===== src/rtl/ram_port_arbiter_pkg.sv =====
// rtl/ram_port_arbiter_pkg.sv - shared state encodings and constants for the RAM port arbiter
package ram_port_arbiter_pkg;

    localparam int ARB_STATE_BUS          = 2;
    localparam int DEFAULT_TIMEOUT_CYCLES = 16;

    localparam logic        TRUE      = 1'b1;
    localparam logic [31:0] ZERO_WORD = 32'h0000_0000;

    typedef enum logic [ARB_STATE_BUS-1:0] {
        ARB_IDLE   = 2'd0,
        ARB_BUSY_D = 2'd1,
        ARB_BUSY_F = 2'd2,
        ARB_RESP   = 2'd3
    } arb_state_t;

    function automatic logic is_busy(input arb_state_t s);
        return (s == ARB_BUSY_D) || (s == ARB_BUSY_F);
    endfunction

endpackage


===== src/rtl/ram_port_arbiter_watchdog.sv =====
// rtl/ram_port_arbiter_watchdog.sv - clear-able transaction watchdog with terminal-count flag
module arb_watchdog #(
    parameter int TIMEOUT_CYCLES = 16
) (
    input  logic clk,
    input  logic rst,
    input  logic i_clear,
    input  logic i_inc,
    output logic o_terminal
);

    localparam int CNT_W = $clog2(TIMEOUT_CYCLES);
    localparam logic [CNT_W-1:0] TERMINAL = CNT_W'(TIMEOUT_CYCLES - 1);

    logic [CNT_W-1:0] r_count;

    // Saturates at the terminal value so a stuck enable can never wrap back to a benign count.
    always_ff @(posedge clk or negedge rst) begin
        if (!rst) begin
            r_count <= '0;
        end else if (i_clear) begin
            r_count <= '0;
        end else if (i_inc && !o_terminal) begin
            r_count <= r_count + 1'b1;
        end
    end

    assign o_terminal = (r_count == TERMINAL);

endmodule


===== src/rtl/ram_port_arbiter.sv =====
// rtl/ram_port_arbiter.sv - single RAM port shared between instruction fetch and load/store
module ram_port_arbiter
    import ram_port_arbiter_pkg::*;
#(
    parameter int ADDR_W         = 32,
    parameter int DATA_W         = 32,
    parameter int TIMEOUT_CYCLES = DEFAULT_TIMEOUT_CYCLES
) (
    input  logic              clk,
    input  logic              rst,
    input  logic              fetch_req,
    input  logic [ADDR_W-1:0] fetch_addr,
    input  logic              fetch_flush,
    output logic              fetch_ack,
    output logic [DATA_W-1:0] fetch_rdata,
    input  logic              data_req,
    input  logic              data_write_en,
    input  logic [ADDR_W-1:0] data_addr,
    input  logic [3:0]        data_write_sel,
    input  logic [DATA_W-1:0] data_write_data,
    output logic              data_ack,
    output logic [DATA_W-1:0] data_rdata,
    output logic              bus_err,
    output logic              ram_en,
    output logic              ram_write_en,
    output logic [ADDR_W-1:0] ram_addr,
    output logic [3:0]        ram_write_sel,
    output logic [DATA_W-1:0] ram_write_data,
    input  logic [DATA_W-1:0] ram_rdata,
    input  logic              ram_ready,
    output logic              stall_req
);

    arb_state_t r_state;
    arb_state_t w_next_state;

    logic w_load_d;
    logic w_load_f;
    logic w_finish;
    logic w_busy;
    logic w_wd_terminal;
    logic w_fetch_dropped;
    logic [DATA_W-1:0] w_rd_word;

    logic              r_ram_en;
    logic              r_ram_write_en;
    logic [ADDR_W-1:0] r_ram_addr;
    logic [3:0]        r_ram_write_sel;
    logic [DATA_W-1:0] r_ram_write_data;

    logic              r_fetch_ack;
    logic [DATA_W-1:0] r_fetch_rdata;
    logic              r_data_ack;
    logic [DATA_W-1:0] r_data_rdata;
    logic              r_bus_err;
    logic              r_flush_pending;

    assign w_busy = is_busy(r_state);

    arb_watchdog #(
        .TIMEOUT_CYCLES(TIMEOUT_CYCLES)
    ) u_watchdog (
        .clk       (clk),
        .rst       (rst),
        .i_clear   (w_load_d | w_load_f),
        .i_inc     (w_busy),
        .o_terminal(w_wd_terminal)
    );

    always_ff @(posedge clk or negedge rst) begin
        if (!rst) begin
            r_state <= ARB_IDLE;
        end else begin
            r_state <= w_next_state;
        end
    end

    // Data wins over fetch; requests are only looked at in IDLE so a held req is served once.
    always_comb begin
        w_next_state = r_state;
        w_load_d     = 1'b0;
        w_load_f     = 1'b0;
        w_finish     = 1'b0;
        case (r_state)
            ARB_IDLE: begin
                if (data_req) begin
                    w_next_state = ARB_BUSY_D;
                    w_load_d     = 1'b1;
                end else if (fetch_req) begin
                    w_next_state = ARB_BUSY_F;
                    w_load_f     = 1'b1;
                end
            end
            ARB_BUSY_D, ARB_BUSY_F: begin
                if (ram_ready || w_wd_terminal) begin
                    w_next_state = ARB_RESP;
                    w_finish     = 1'b1;
                end
            end
            ARB_RESP: begin
                w_next_state = ARB_IDLE;
            end
            default: begin
                w_next_state = ARB_IDLE;
            end
        endcase
    end

    // A timeout completes with a zero word; ready wins if both happen together.
    assign w_rd_word       = ram_ready ? ram_rdata : '0;
    assign w_fetch_dropped = r_flush_pending | fetch_flush;

    always_ff @(posedge clk or negedge rst) begin
        if (!rst) begin
            r_ram_en         <= 1'b0;
            r_ram_write_en   <= 1'b0;
            r_ram_addr       <= '0;
            r_ram_write_sel  <= '0;
            r_ram_write_data <= '0;
        end else if (w_load_d) begin
            r_ram_en         <= TRUE;
            r_ram_write_en   <= data_write_en;
            r_ram_addr       <= data_addr;
            r_ram_write_sel  <= data_write_sel;
            r_ram_write_data <= data_write_data;
        end else if (w_load_f) begin
            r_ram_en         <= TRUE;
            r_ram_write_en   <= 1'b0;
            r_ram_addr       <= fetch_addr;
            r_ram_write_sel  <= '0;
            r_ram_write_data <= '0;
        end else if (w_finish) begin
            r_ram_en         <= 1'b0;
            r_ram_write_en   <= 1'b0;
            r_ram_addr       <= '0;
            r_ram_write_sel  <= '0;
            r_ram_write_data <= '0;
        end
    end

    // Response registers are loaded on the edge into RESP and cleared on every other edge.
    always_ff @(posedge clk or negedge rst) begin
        if (!rst) begin
            r_fetch_ack   <= 1'b0;
            r_fetch_rdata <= '0;
            r_data_ack    <= 1'b0;
            r_data_rdata  <= '0;
            r_bus_err     <= 1'b0;
        end else begin
            r_fetch_ack   <= 1'b0;
            r_fetch_rdata <= '0;
            r_data_ack    <= 1'b0;
            r_data_rdata  <= '0;
            r_bus_err     <= 1'b0;
            if (w_finish) begin
                if (r_state == ARB_BUSY_D) begin
                    r_data_ack   <= TRUE;
                    r_data_rdata <= w_rd_word;
                    r_bus_err    <= ~ram_ready;
                end else if (!w_fetch_dropped) begin
                    r_fetch_ack   <= TRUE;
                    r_fetch_rdata <= w_rd_word;
                    r_bus_err     <= ~ram_ready;
                end
            end
        end
    end

    always_ff @(posedge clk or negedge rst) begin
        if (!rst) begin
            r_flush_pending <= 1'b0;
        end else if (r_state == ARB_RESP) begin
            r_flush_pending <= 1'b0;
        end else if (r_state == ARB_BUSY_F && fetch_flush) begin
            r_flush_pending <= TRUE;
        end
    end

    assign fetch_ack      = r_fetch_ack;
    assign fetch_rdata    = r_fetch_rdata;
    assign data_ack       = r_data_ack;
    assign data_rdata     = r_data_rdata;
    assign bus_err        = r_bus_err;
    assign ram_en         = r_ram_en;
    assign ram_write_en   = r_ram_write_en;
    assign ram_addr       = r_ram_addr;
    assign ram_write_sel  = r_ram_write_sel;
    assign ram_write_data = r_ram_write_data;

    assign stall_req = rst & ((fetch_req & ~r_fetch_ack & ~r_flush_pending) |
                              (data_req & ~r_data_ack));

endmodule


===== config.mk =====
export PLATFORM = sky130hd
export DESIGN_NAME = ram_port_arbiter
export DESIGN_NICKNAME = d
export VERILOG_FILES = /design/src/rtl/ram_port_arbiter_pkg.sv /design/src/rtl/ram_port_arbiter_watchdog.sv /design/src/rtl/ram_port_arbiter.sv
export SDC_FILE = /design/constraint.sdc
export NUM_CORES = 1
export LEC_CHECK = 0
export CORE_UTILIZATION = 40
export CTS_CLUSTER_DIAMETER = 80
export DETAILED_ROUTE_END_ITERATION = 7
export GPL_ROUTABILITY_DRIVEN = 0
export GPL_TIMING_DRIVEN = 0
export PLACE_DENSITY_LB_ADDON = 0.12
export REMOVE_ABC_BUFFERS = 1
export SLEW_MARGIN = 20
export SYNTH_ARGS = -nofsm -noshare
export SYNTH_HDL_FRONTEND = slang
export SYNTH_SLANG_ARGS = --single-unit

===== constraint.sdc =====
create_clock -name clk -period 2.5 [get_ports clk]
set_input_delay 0.5 -clock clk [delete_from_list [all_inputs] [get_ports clk]]
set_output_delay 0.5 -clock clk [all_outputs]
set_load 0.02 [all_outputs]

; ---- After elaboration in Yosys (flattened, before gate mapping)
; Cells that the tools add are included.
[op_classes]
n_addsub = 1
eq_ne = 6
n_mux = 42
n_bitwise = 11
reduce_logical = 11
[op_table]
columns = operator, n
row1 = 32-bit two-way mux, 11
row2 = 1-bit two-way mux, 22
row3 = 4-bit two-way mux, 5
row4 = 2-bit two-way mux, 3
row5 = 2-bit one-hot mux with 3 select lines, 1
row6 = "4-bit by 1-bit adder with 4-bit output, second input constant", 1
row7 = 1-bit AND, 4
row8 = "2-bit equality test, second input constant", 2
row9 = "4-bit equality test, second input constant", 1
row10 = 1-bit NOT, 4
row11 = 2-bit nonzero test, 2
row12 = "3-bit inequality test, second input constant", 1
row13 = 1-bit bitwise OR, 3
row14 = 3-bit nonzero test, 1
row15 = "2-bit by 1-bit equality test with 1-bit output, second input constant", 1
row16 = 1-bit logical AND, 2
row17 = 2-bit zero test, 1
row18 = 1-bit logical OR, 2
row19 = "2-bit inequality test, second input constant", 1
row20 = 2-bit AND reduction, 1
row21 = 2-bit OR reduction, 1
row22 = 1-bit zero test, 1
[word_totals]
register_bits = 144
inputBits = 139
output_inout_bits = 138
elab_cells = 84

; ---- Depth between registers and ports, before layout
[logic_depth]
depth_word = 7
depth_mapped = 8
mapped_depth_nobuf = 5

; ---- Hierarchy
; Synthesis repeated with hierarchy kept, for this count alone.
[hier_totals]
cells_unflattened = 422
hier_area_um2 = 5337.6
[modules_own_cells]
columns = module, n_inst, cells_per_inst, area_each_um2, seq_area_each_um2
row1 = ram_port_arbiter, 1, 402, 5108.6, 3503.4
row2 = arb_watchdog, 1, 20, 229.0, 100.1

; ---- Worst setup path after synthesis
; OpenSTA, ideal clock, no wires.
[synth_path]
kind = flip-flop to flip-flop
startpoint = register r_state[0]
endpoint = register r_ram_addr[21] (netlist: ram_addr[21])
arrival_time_ps = 1564
t_required_ps = 2379
setup_slack_ps = 815
path_stages_with_launch = 9
n_path_buf = 3
synth_period_minus_slack_ps = 1685
cell_sequence = dfrtp_1 inv_1 ha_1 buf_2 o21a_1 a21oi_4 buf_4 buf_6 a22o_1
[synth_between]
elab_chain_cells = 4
[synth_lines]
columns = element, line
row1 = from (decl), ram_port_arbiter.sv:34  ; arb_state_t r_state;
row2 = from (signal assigned), ram_port_arbiter.sv:74  ; r_state <= w_next_state;
row3 = 2-bit by 1-bit equality test with 1-bit output (tied with other cells), ram_port_arbiter.sv:84  ; case (r_state)
row4 = 2-bit OR reduction or 1-bit two-way mux (tied branches), ram_port_arbiter.sv:84
row5 = 1-bit two-way mux or 32-bit two-way mux (tied branches), "ram_port_arbiter.sv:84, ram_port_arbiter.sv:126"
row6 = 3-bit nonzero test (no source line) or 32-bit two-way mux (tied branches), --
row7 = to (signal assigned), ram_port_arbiter.sv:123  ; r_ram_addr <= data_addr;
row8 = to (signal assigned), ram_port_arbiter.sv:129  ; r_ram_addr <= fetch_addr;
row9 = to (decl), ram_port_arbiter.sv:47  ; logic [ADDR_W-1:0] r_ram_addr;
; Parallel ways exist; a longest one is shown, timed or not.
; A chain may end at the register's enable or synchronous reset.

; ---- Worst setup path after layout
[layout_path]
startpoint = input port fetch_req
endpoint = output port stall_req
[layout_between]
elab_chain_cells = 4
[layout_lines]
columns = element, line
row1 = from (decl), ram_port_arbiter.sv:11  ; input logic fetch_req,
row2 = 1-bit AND (2 in series), ram_port_arbiter.sv:190  ; assign stall_req = rst & ((fetch_req & ~r_fetch_ack & ~r_flush_pending) |
row3 = 1-bit bitwise OR, ram_port_arbiter.sv:190
row4 = 1-bit AND, ram_port_arbiter.sv:190
row5 = to (decl), ram_port_arbiter.sv:31  ; output logic stall_req
; Every way passes these cells.

==> reports/qor.txt <==
outcome = completed
final cycle utilization of the critical path = 97.5%
row cnt = 41
filler instances = 922
synth top area cells = dfrtp_1 67%, a22o_1 16%, nor2_1 4.8%, nand2_1 2.4%, buf_2 1.8%
first-pass GRT wire length = 25400 um
synthesized area = 0.00537 mm2
Least-Margin Pin Slew = 790 ps
switching power total = 3.32 mW
synth warn = 0
Die Span X = 118 um
Max Root-Sink Buffers = 2
Yosys top cell area share = 67.2%
Final nets = 837
critical-path maximum fanout = 5
worst rel slew slack = 47.2%
chip height = 118 um
Place WS = -104 ps
clk sinks = 144
worst flop-to-flop path endpoint = ram_write_data[23]$_DFFE_PN0P_
HP Class = in2async
Worst Skew = 6.30 ps
asr flop ratio synth = 100%
clk slew on worst S/H paths = 60 ps
GRT Util Overall = 24.0%
Max-Cap Viols = 0
DR iter-0 viols = 190
Setup Crit Path Kind = in2out
Post-Syn Instances = 425
worst skew pair latency = 420 ps
sw frac = 32.6%
Reg2Reg Setup Slack = 160 ps
die area = 0.0139 mm2
crit path DAT = 1940 ps
Resized Gates After CTS = 2
Critical R2R Launch = r_state[0]$_DFFE_PN0P_
TritonCTS buffer count = 17
Comb power frac = 39.2%
Critical Path RT = 2000 ps
Post-Syn Area per Cell = 12.6 um2
CTS root buffer = clkbuf_16
HPWL after DPL = 11400 um
WL/cell = 18.3 um
core area = 0.0128 mm2
share of cells above drive strength 1 = 6.38%
register bit total from synthesis = 144
RSZ-0062 raised after global routing = no
Pwr Total = 10.2 mW
Post-synth EDFFs = 0
sequential area share after synthesis = 67.2%
Main synth FF type = dfrtp_1
remaining antenna violation count = 0
GRT overflow = 0
Ports = 277
share of total power in the clock network = 29.0%
Initial Util = 41.8%
Hold WS = 20.8 ps
vias in the first global route = 4643
total wire length = 16100 um
Fmax = 410 MHz
Hold Vio Cnt, Final = 0
largest net degree at the start of global routing = 79
PD cells = 1130 mW/mm2
R2R depth = 8
crit path capture type = primary output
Avg Vias per Cell = 5.02
initial antenna violation count = 2
Core Util, Final = 70.4%
Setup crit start = fetch_req
Area growth, synth to finish = 68.3%
IO Port Bufs = 276
DRC viols = 0
final std cells w/o fill = 878
Yosys cell types = 30
Max Slew Vio Count = 0
minimum clock period = 2440 ps
H-Tree Depth = 4
Max rail drop VDD = 671 uV
setup bufs post-CTS = 0
CP Launch Type = input port
P_int = 6.85 mW
CTS tree = built
hold buffers post-CTS = 0
TritonRoute pass-1 iters = 4
Flop pwr share = 31.8%
Final Setup Violations = 0
Leak Pwr = 4.07 nW
final worst slack = 63.3 ps
Placed Cells = 845
routed vias = 4409
leading area contributor after synthesis = dfrtp_1
[critical path, stage by stage]
cell and delay [ps]:
clkdlybuf4s50_1 580, a21oi_1 110, nor2b_1 130, clkdlybuf4s50_1 620
[Yosys cell counts (2+ instances only)]
library cell and number:
nor3_1 2, ha_1 6, buf_2 19, mux2i_1 3
inv_1 5, nor2_1 69, buf_1 2, o31ai_1 2
a21oi_1 4, clkbuf_1 11, o211ai_1 2, nor2b_1 3
o21ai_0 3, nand2_1 35, dfrtp_1 144, a22o_1 101
[how the worst max path moves through the flow]
stage	to	slack, ps
floorplan	ram_write_data[0]$_DFFE_PN0P_	90
global placement	ram_addr[15]$_DFFE_PN0P_	-4660
detailed placement	stall_req	-100
CTS	stall_req	70
global route	stall_req	30
finish	stall_req	60
[metrics by stage]
step	TNS, ps	instance area, um2
floorplan	0	5200
detailed placement	-2210	8320
CTS	0	9030
finish	0	9030
global route	0	9030
global placement	-859230	8180
[routing by layer]
layer | up-vias | wire length (um) | track usage (%)
met5 | - | 13 | 0
met4 | 2 | 329 | 9.54
met3 | 24 | 1680 | 10.6
met2 | 199 | 7790 | 39.3
met1 | 2148 | 6270 | 27.3
li1 | 2036 | - | -
[layout by cell type, fill, tap and decap left out, types with 3 or more instances in the layout]
master           Yosys  layout
mux2i_1              3       3
a21oi_1              4       4
o21ai_0              3       3
clkbuf_16            0      17
ha_1                 6       5
inv_1                5       5
nor2_1              69      69
bufinv_16            0       7
dfrtp_1            144     144
a22o_1             101     101
buf_16               0       4
clkdlybuf4s50_1      0     273
clkinv_4             0       3
nand2_1             35      35
[logic make-up after synthesis]
group                      synth area share (%)
AOI/OAI and AO/OA                          18.8
adders and majority gates                  1.40
buffers and inverters                      3.38
DFF                                        67.2
muxes                                     0.560
and+or+nand+nor                            8.72
[flip-flops by register name, summed over array words and instances (netlist names), 2 cells and up]
name                count
data_rdata             32
fetch_rdata            32
r_state                 2
ram_addr               32
ram_write_data         32
ram_write_sel           4
u_watchdog.r_count      4
[power by group through the flow]
stage	clock network (mW)	logic, mW	registers [mW]
floorplan	0	1.20	3.92
global placement	0	3.63	3.24
detailed placement	0	3.96	3.27
CTS	2.99	4.03	3.23
global route	3.08	4.24	3.31
finish	2.95	3.99	3.23
[cell type report]
cell class / instances / area [um2] / area share, %
sequential: 144 / 3600 / 39.9
clock inverter: 13 / 258 / 2.85
multi-input combinational: 242 / 1610 / 17.8
tap: 172 / 215 / 2.38
antenna: 1 / 2.50 / 0.0277
clock buffer: 19 / 433 / 4.79
inverter: 5 / 18.8 / 0.208
timing repair buffer: 282 / 2890 / 32.0
(Power assumes the default switching activity.)
